==> config.mk <==
export PLATFORM = sky130hd
export DESIGN_NAME = prio_chain_arb_mux
export DESIGN_NICKNAME = d
export VERILOG_FILES = /design/src/rtl/prio_chain_arb_pkg.sv /design/src/rtl/prio_chain_arb_mux_prio_pick.sv /design/src/rtl/prio_chain_arb_mux.sv
export SDC_FILE = /design/constraint.sdc
export NUM_CORES = 1
export LEC_CHECK = 0
export ABC_AREA = 0
export CAP_MARGIN = 10
export CORE_MARGIN = 3
export CORE_UTILIZATION = 40
export DETAILED_ROUTE_END_ITERATION = 6
export GPL_TIMING_DRIVEN = 0
export PLACE_DENSITY = 0.89
export SYNTH_ARGS = -nofsm -noshare
export SYNTH_HDL_FRONTEND = slang
export SYNTH_SLANG_ARGS = --single-unit
==> constraint.sdc <==
create_clock -name clk -period 4.35 [get_ports clk]
set_clock_uncertainty 0.15 [all_clocks]
set_input_delay 0.87 -clock clk [delete_from_list [all_inputs] [get_ports clk]]
set_output_delay 0.87 -clock clk [all_outputs]
set_load 0.1 [all_outputs]
==> src/rtl/prio_chain_arb_pkg.sv <==
// Shared types for the arbitrating selector: arbitration mode and
// output-stage occupancy.
package prio_chain_arb_pkg;

  typedef enum logic {
    ARB_FIXED = 1'b0,
    ARB_RR    = 1'b1
  } arb_mode_e;

  typedef enum logic {
    OUT_EMPTY = 1'b0,
    OUT_FULL  = 1'b1
  } out_state_e;

endpackage : prio_chain_arb_pkg

==> src/rtl/prio_chain_arb_mux_prio_pick.sv <==
// Combinational circular priority picker: the first requester found when
// scanning upward from 'start' (wrapping modulo NUM_CH) wins.
module prio_pick #(
  parameter int NUM_CH = 4,
  parameter int SEL_W  = $clog2(NUM_CH)
) (
  input  logic [NUM_CH-1:0] req,
  input  logic [SEL_W-1:0]  start,
  output logic              gnt_valid,
  output logic [SEL_W-1:0]  gnt_idx
);

  int               idx;
  logic [SEL_W-1:0] idx_sel;

  // Loop search from start; the first hit locks the grant.
  always_comb begin
    // NOTE: every always_comb output gets a default first so no path leaves it unassigned (no latch).
    gnt_valid = 1'b0;
    gnt_idx   = '0;
    idx       = 0;
    idx_sel   = '0;
    for (int i = 0; i < NUM_CH; i++) begin
      idx = int'(start) + i;
      if (idx >= NUM_CH) idx = idx - NUM_CH;
      idx_sel = SEL_W'(idx);
      if (!gnt_valid && req[idx_sel]) begin
        gnt_valid = 1'b1;
        gnt_idx   = idx_sel;
      end
    end
  end

endmodule : prio_pick

==> src/rtl/prio_chain_arb_mux.sv <==
// N-channel arbitrating selector with a single registered output stage.
// Grants one valid channel per cycle (fixed priority or round-robin) whenever
// the output register is empty or being drained in the same cycle.
module prio_chain_arb_mux
  import prio_chain_arb_pkg::*;
#(
  parameter int NUM_CH = 4,
  parameter int DATA_W = 8,
  parameter int SEL_W  = $clog2(NUM_CH)
) (
  input  logic                           clk,
  input  logic                           rst_n,
  input  logic                           mode_i,
  input  logic [NUM_CH-1:0]              in_valid_i,
  input  logic [NUM_CH-1:0][DATA_W-1:0]  in_data_i,
  output logic [NUM_CH-1:0]              in_ready_o,
  output logic                           out_valid_o,
  output logic [DATA_W-1:0]              out_data_o,
  output logic [SEL_W-1:0]               out_sel_o,
  input  logic                           out_ready_i
);

  arb_mode_e        mode;
  out_state_e       state_q, state_d;
  logic [SEL_W-1:0] rr_ptr, rr_next;
  logic [SEL_W-1:0] pick_start;
  logic             gnt_valid;
  logic [SEL_W-1:0] gnt_idx;
  logic             load_en;
  logic             grant;

  assign mode        = arb_mode_e'(mode_i);
  assign out_valid_o = (state_q == OUT_FULL);
  assign load_en     = !out_valid_o || out_ready_i;
  // Holding reset suppresses grants so no producer sees a handshake.
  assign grant       = rst_n && load_en && gnt_valid;
  assign pick_start  = (mode == ARB_RR) ? rr_ptr : '0;

  prio_pick #(
    .NUM_CH (NUM_CH),
    .SEL_W  (SEL_W)
  ) u_pick (
    .req       (in_valid_i),
    .start     (pick_start),
    .gnt_valid (gnt_valid),
    .gnt_idx   (gnt_idx)
  );

  // One-hot ready for the granted channel; zero when stalled or idle.
  always_comb begin
    in_ready_o = '0;
    if (grant) in_ready_o[gnt_idx] = 1'b1;
  end

  // Round-robin pointer advance: one past the winner, wrapping at NUM_CH-1.
  always_comb begin
    rr_next = (gnt_idx == SEL_W'(NUM_CH - 1)) ? '0 : gnt_idx + SEL_W'(1);
  end

  // Output occupancy: fill on grant, drain when popped with nothing to refill.
  always_comb begin
    state_d = state_q;
    if (grant)        state_d = OUT_FULL;
    else if (load_en) state_d = OUT_EMPTY;
  end

  // Occupancy state register.
  always_ff @(posedge clk or negedge rst_n) begin
    // NOTE: clocked state uses non-blocking assignments so every register samples pre-edge values.
    if (!rst_n) state_q <= OUT_EMPTY;
    else        state_q <= state_d;
  end

  // Output word and source index, captured only on a grant.
  always_ff @(posedge clk or negedge rst_n) begin
    // NOTE: datapath registers are reset too, since reset must visibly clear the held word.
    if (!rst_n) begin
      out_data_o <= '0;
      out_sel_o  <= '0;
    end else if (grant) begin
      out_data_o <= in_data_i[gnt_idx];
      out_sel_o  <= gnt_idx;
    end
  end

  // Round-robin pointer: moves only on a real grant made in round-robin mode.
  always_ff @(posedge clk or negedge rst_n) begin
    if (!rst_n)                     rr_ptr <= '0;
    else if (grant && mode == ARB_RR) rr_ptr <= rr_next;
  end

endmodule : prio_chain_arb_mux

==> out/results.tsv, run 1 <==
stage	metric	value	unit
status	outcome	completed	
final_layout	syn_to_final_growth	48.1	%
timing	finalCritPeriodShare	95.1	%
floorplan	die_area	3830	um2
synthesis	synth.distinct_cells	48	
critical_path	r2r_start	rr_ptr[0]	
critical_path	arrival	3.12	ns
route	drtAntennaViolNets	0	
clock_network	clk_latency	0.28	ns
critical_path	cp_max_fo	10	
place	gp_congestion	0.815	
floorplan	die_w	61.9	um
final_layout	num_antenna_cells	0	
job	max_cap_viol_count	0	
synthesis	synthMostInstantiatedCell	mux2i_1	
place	dp_hpwl	2990	um
global_route	grt_pass1_vias	1222	
global_route	grt.total_usage	20.2	%
synthesis	ys_seq_elements	13	
timing	tightest_slew	0.997	ns
synthesis	yosys.area.top_type	dfrtp_1	
final_layout	seqCellArea	325	um2
synthesis	synth_top_area_share	26.1	%
clock_network	cts_hold_buf	0	
timing	max_freq	0.242	GHz
synthesis	netlist_top_cells_area	dfrtp_1, mux2i_1, o221ai_1, buf_6, nand2_1	
synthesis	synth.avg_cell_area	9.18	um2
route	drc	0	
power_and_ir_drop	ir_drop	0.000543	V
final_layout	multi_input_area	805	um2
min_path	hp-class	register to register	
route	drtPass1Iterations	4	
synthesis	syn_nets	177	
final_layout	utilization	64.8	%
timing	period_needed	4.14	ns
timing	hold-worst-slack	0.350	ns
place	dp.cells	219	
clock_network	clkTransAtPathRegs	0.08	ns
critical_path	critPathBufInv	5	
critical_path	required	3.33	ns
critical_path	critical_path.startpoint	in_valid_i[0]	
critical_path	end_kind	output pin	
clock_network	numClockSinks	13	
clock_network	htree_levels	1	
floorplan	core	2850	um2
critical_path	cp_slowest_cell	clkdlybuf4s50_1	
synthesis	syn_inst	136	
synthesis	async_flop_share	100	%
synthesis	synth_common_cells	mux2i_1, nand2_1, dfrtp_1, nor2_1, o221ai_1	
final_layout	drive_gt1_share	17.7	%
global_route	grt_pass1_wl	5860	um
synthesis	syn_area	1250	um2
synthesis	yosys_warnings	0	
critical_path	worstSetupPathType	input port to output pin	
global_route	antenna_found_initial	0	
global_route	grt_overflow_total	0	
global_route	grt_max_degree	15	
timing	hold_viol_final	0	
timing	drv_slew	0	
final_layout	fin_cells	223	
clock_network	clk_path_buf_depth	2	
floorplan	rows	19	
synthesis	synth_edf_count	0	
timing	setup_viol	0	
critical_path	slowest_delay	0.43	ns
final_layout	fillers	246	
route	wl	3690	um
critical_path	critPathLaunchType	input port	
min_path	worstHoldStart	out_data_o[5]	
synthesis	synth_ff_type	dfrtp_1	
critical_path	crit_chain	clkdlybuf4s50_1 -> buf_2 -> and3b_1 -> o21ai_1 -> o21ai_1 -> o31a_4 -> nand2_8 -> buf_12 -> ha_1 -> inv_1 -> nor2_2 -> buf_12	
final_layout	nets	234	
route	vias	1261	
synthesis	yosysSeqAreaShare	26.1	%
floorplan	start_util	43.8	%
route	drt_iter0_drc	53	
power_and_ir_drop	p_leak	0.818	nW
route	vias_per_cell	5.65	
timing	rsz0062_at_grt	true	
clock_network	cts_made_buffers	3	
clock_network	tritoncts	yes	
critical_path	critPathTopFamily	buffers and inverters	
clock_network	cts_setup_buffers	0	
route	post_drt_wl_per_cell	16.5	um
floorplan	boundaryPins	55	
floorplan	die_h	61.9	um
clock_network	root_buffer	clkbuf_4	
place	numPortBuffers	52	
power_and_ir_drop	powerDensity	721	nW/um2
timing	slew_headroom	33.3	%
==> sequential cells by signal, summed over array words and instances, names as in the netlist <==
signal / cells
out_valid_o: 1
out_sel_o: 2
out_data_o: 8
rr_ptr: 2
==> tightest hold or removal path: cells and delay by family (launching register included) <==
kind / cells / cell delay [ns]
compound gates: 1 / 0.07
flops: 1 / 0.35
simple gates: 1 / 0.05
==> per-layer routing <==
| metal | vias up | track usage [%] | share of wire, % |
|---|---|---|---|
| met4 | 0 | 3.64 | 0.73 |
| met3 | 2 | 2.89 | 3.9 |
| li1 | 619 | - | - |
| met5 | - | 0 | 0 |
| met1 | 608 | 28.1 | 44 |
| met2 | 32 | 33.8 | 52 |
==> per-stage QoR <==
| stage | area, um2 | power, mW | worst slack (ns) | setup TNS, ns |
|---|---|---|---|---|
| final | 1850 | 1.33 | 0.213 | 0 |
| after global routing | 1850 | 1.41 | -0.00332 | -0.00332 |
| after CTS | 1820 | 1.33 | 0.0400 | 0 |
| after detailed placement | 1810 | 1.26 | -0.791 | -2.64 |
| after global placement | 1810 | 1.23 | -0.745 | -2.40 |
| after floorplan | 1250 | 1.02 | 0.0871 | 0 |
==> final cells by class <==
type                            count  share of cell area [%]
Multi-Input combinational cell    106                    43.5
Timing Repair Buffer               52                    28.6
Buffer                             11                    5.55
Clock inverter                      1                   0.271
Sequential cell                    13                    17.6
Clock buffer                        3                    1.22
Inverter                            6                    1.22
Tap cell                           31                    2.10
==> placed cells by master, fill, tap and decap left out, drive strengths merged <==
cell           Yosys  final
buf               10     11
o22ai              2      2
inv                6      6
nor3b              1      1
o32ai              1      1
mux2               4      4
a31oi              2      2
clkbuf             1      7
mux2i             19     19
o31a               2      2
o21a               2      2
nand3b             1      1
dfrtp             13     13
a211oi             2      2
xor2               1      1
o41ai              1      1
o211ai             1      1
or3                1      1
nor2               7      7
nand3              3      3
nor3               4      4
dlymetal6s2s       0      2
o21ai              6      6
and4bb             1      1
and2               1      1
clkdlybuf4s50      0     46
nand2b             4      4
and3b              2      2
o221ai             8      8
ha                 1      1
clkinv             0      1
a21boi             2      2
nand2             17     17
nor2b              2      2
a21oi              5      5
a32o               1      1
a211o              1      1
and2b              1      1
==> where the power goes <==
part | total (mW) | internal, mW | switching, mW | leakage (nW)
registers | 0.213 | 0.176 | 0.0376 | 0.157
clock network | 0.0769 | 0.0341 | 0.0427 | 0.0177
logic | 1.04 | 0.351 | 0.693 | 0.643
==> kinds of logic (layout without fill, tap and decap cells) <==
group / after synthesis / in the layout / synth area share [%]
adders and majority gates: 1 / 1 / 1.00
buffers and inverters: 17 / 73 / 10.0
muxes: 23 / 23 / 19.1
xor gates and xnor gates: 1 / 1 / 0.702
DFF: 13 / 13 / 26.1
AOI/OAI and AO/OA: 36 / 36 / 22.5
and+or+nand+nor: 45 / 45 / 20.5
==> final timing paths <==
check | endpoint | slack (ns) | cells after the start
worst max-delay path | in_ready_o[3] | 0.21 | 12
worst min-delay path | out_data_o[5] | 0.35 | 2
worst max register to register | rr_ptr[1] | 1.85 | 10
max in group asynchronous | out_data_o[4] | 2.82 | 1
worst min register to register | out_data_o[5] | 0.35 | 2
min in group asynchronous | out_data_o[1] | 0.82 | 1
==> timing repair <==
item,in CTS,in global routing
endpoints found under the setup margin,4,4
endpoints found under the hold margin,0,0
gates resized for setup,21,9
Power figures use the tool's default switching activity.
==> run 2: changes to the inputs <==
- SKIP_CTS_REPAIR_TIMING: default -> 1
- TNS_END_PERCENT: default -> 5
==> run 2 against run 1 <==
Net effect:
- first-iteration DRC count decreased by 11%
- clock-buffer cell count unchanged
- die area unchanged
- hold slack about the same
- global-route usage decreased by 0.59 points
- non-clock buffer count unchanged
- sequential power about the same
- via count increased by 1.5%
- register-to-register slack about the same
- design area decreased by 0.61%
- routed wire length increased by 0.46%
- critical path type unchanged
- largest cell class unchanged
==> out/results.tsv, run 2 (synthesis gave the netlist of run 1 again) <==
stage	metric	value	unit	change
status	outcome	completed		unchanged
global_route	grt.met2_usage	35.0	%	was 33.8%
final_layout	seqCellArea	325	um2	unchanged
final_layout	reg.largest.list	out_data_o: 8 flops, out_sel_o: 2 flops, rr_ptr: 2 flops		unchanged
place	dp.cells	219		unchanged
power_and_ir_drop	p_leak	0.816	nW	was 0.818 nW
clock_network	tritoncts	yes		unchanged
floorplan	die_h	61.9	um	unchanged
global_route	grt_overflow_total	0		unchanged
critical_path	crit_chain	clkdlybuf4s50_1 -> buf_2 -> and3b_1 -> a31oi_1 -> o41ai_1 -> a211o_1 -> a21oi_2 -> nand2_2 -> a21oi_2 -> clkbuf_4		was clkdlybuf4s50_1 -> buf_2 -> and3b_1 -> o21ai_1 -> o21ai_1 -> o31a_4 -> nand2_8 -> buf_12 -> ha_1 -> inv_1 -> nor2_2 -> buf_12
floorplan	start_util	43.8	%	unchanged
final_layout	layout_commonest_cell	clkdlybuf4s50_1		unchanged
critical_path	critPathBufInv	3		was 5
critical_path	critPathTopFamily	buffers and inverters		unchanged
place	dp_hpwl	2990	um	about the same
critical_path	required	3.33	ns	about the same
floorplan	core	2850	um2	unchanged
timing	tightest_slew	0.992	ns	was 0.997 ns
route	drt_iter0_drc	47		was 53
floorplan	die_w	61.9	um	unchanged
final_layout	top_register	out_data_o		unchanged
critical_path	end_kind	output pin		unchanged
timing	period_needed	4.19	ns	was 4.14 ns
timing	finalCritPeriodShare	96.2	%	was 95.1%
final_layout	multi_input_area	802	um2	was 805 um2
global_route	antenna_found_initial	0		unchanged
floorplan	boundaryPins	55		unchanged
critical_path	slowest_delay	0.45	ns	was 0.43 ns
critical_path	cp_slowest_cell	clkdlybuf4s50_1		unchanged
timing	max_freq	0.239	GHz	was 0.242 GHz
place	gp_congestion	0.814		was 0.815
route	drtPass1Iterations	4		unchanged
clock_network	clkTransAtPathRegs	0.08	ns	about the same
route	wl	3700	um	was 3690 um
clock_network	clk_latency	0.27	ns	was 0.28 ns
timing	rsz0062_at_grt	false		was true
min_path	hp-class	register to register		unchanged
final_layout	drive_gt1_share	17.2	%	was 17.7%
global_route	grt_pass1_vias	1185		was 1222
global_route	grt_busiest_layer	met2		unchanged
clock_network	numClockSinks	13		unchanged
global_route	grt.total_usage	19.6	%	was 20.2%
timing	drv_slew	0		unchanged
power_and_ir_drop	ir_drop	0.000503	V	was 0.000543 V
final_layout	num_antenna_cells	0		unchanged
critical_path	worstSetupPathType	input port to output pin		unchanged
final_layout	syn_to_final_growth	47.2	%	was 48.1%
global_route	grt_max_degree	15		unchanged
route	vias_per_cell	5.74		was 5.65
timing	hold-worst-slack	0.350	ns	about the same
final_layout	largest_register_ffs	8		unchanged
timing	slew_headroom	33.6	%	was 33.3%
critical_path	arrival	3.17	ns	was 3.12 ns
floorplan	die_area	3830	um2	unchanged
floorplan	rows	19		unchanged
route	drc	0		unchanged
final_layout	fin_cells	223		unchanged
route	drtAntennaViolNets	0		unchanged
critical_path	critPathLaunchType	input port		unchanged
timing	setup_viol	0		unchanged
route	vias	1280		was 1261
global_route	met3_usage	3.10	%	was 2.89%
final_layout	nets	234		unchanged
timing	hold_viol_final	0		unchanged
global_route	grt_pass1_wl	5630	um	was 5860 um
clock_network	htree_levels	1		unchanged
clock_network	root_buffer	clkbuf_4		unchanged
place	numPortBuffers	52		unchanged
final_layout	mostFrequentLayoutCells	clkdlybuf4s50_1, mux2i_1, nand2_1		unchanged
clock_network	cts_made_buffers	3		unchanged
power_and_ir_drop	powerDensity	720	nW/um2	was 721 nW/um2
critical_path	cp_max_fo	10		unchanged
global_route	grtUsageMet1	25.6	%	was 28.1%
job	max_cap_viol_count	0		unchanged
route	post_drt_wl_per_cell	16.6	um	was 16.5 um
critical_path	path_common_cell	a21oi_2		
clock_network	clk_path_buf_depth	2		unchanged
final_layout	fillers	250		was 246
[run 2: cell count changes in the layout (fill, tap and decap cells not counted)]
| cell | before | now |
|---|---|---|
| buf_6 | 5 | 6 |
| a21boi_0 | 1 | 2 |
| a21boi_1 | 1 | 0 |
| nor2_1 | 6 | 7 |
| buf_12 | 2 | 1 |
| nor2_2 | 1 | 0 |
[run 2: power breakdown]
| group | switching, mW | internal [mW] |
|---|---|---|
| registers | 0.0356 | 0.176 |
| clock network | 0.0421 | 0.0341 |
| logic | 0.688 | 0.347 |
| total | 0.766 | 0.557 |
[run 2: final timing paths]
path	from	endpoint	slack, ns	depth (start not counted)
min	out_data_o[1]	out_data_o[1]	0.35	2
max in group asynchronous	rst_n	out_valid_o	2.81	1
min reg2reg	out_data_o[1]	out_data_o[1]	0.35	2
min in group asynchronous	rst_n	out_data_o[2]	0.83	1
max reg2reg	rr_ptr[0]	rr_ptr[1]	1.86	9
max	in_valid_i[0]	in_ready_o[1]	0.16	10
[run 2: through the flow]
step	setup WS (ns)	util, %	setup TNS (ns)	power, mW	instance area (um2)
after detailed placement	-0.752	63.5	-2.62	1.25	1810
after floorplan	-0.148	-	-0.148	1.02	1250
after global placement	-0.751	63.5	-2.42	1.23	1810
after global routing	0.0210	64.4	0	1.40	1840
final	0.165	64.4	0	1.32	1840
after CTS	-0.770	64.5	-2.65	1.33	1840
[run 2: worst register-to-register path, delay by kind of cell, from the launching register on]
family / cells / cell delay (ns)
DFF: 1 / 0.38
AOI/OAI and AO/OA: 3 / 0.74
muxes: 1 / 0.29
buffers and inverters: 2 / 0.30
adders and majority gates: 1 / 0.26
and+or+nand+nor: 2 / 0.27
[run 2: final cells by class]
| type | count | area share (%) |
|---|---|---|
| plain buffers | 11 | 5.58 |
| clock buffers | 3 | 1.23 |
| clock inverters | 1 | 0.272 |
| inverters | 6 | 1.23 |
| multi-input cells | 106 | 43.6 |
| flip-flops and latches | 13 | 17.7 |
| well taps | 31 | 2.11 |
| repair buffers | 52 | 28.3 |
[run 2: per-layer routing]
layer | up-vias | wire length, um
li1 | 619 | -
met1 | 625 | 1490
met2 | 34 | 2050
met3 | 2 | 144
met4 | 0 | 19
met5 | - | 0
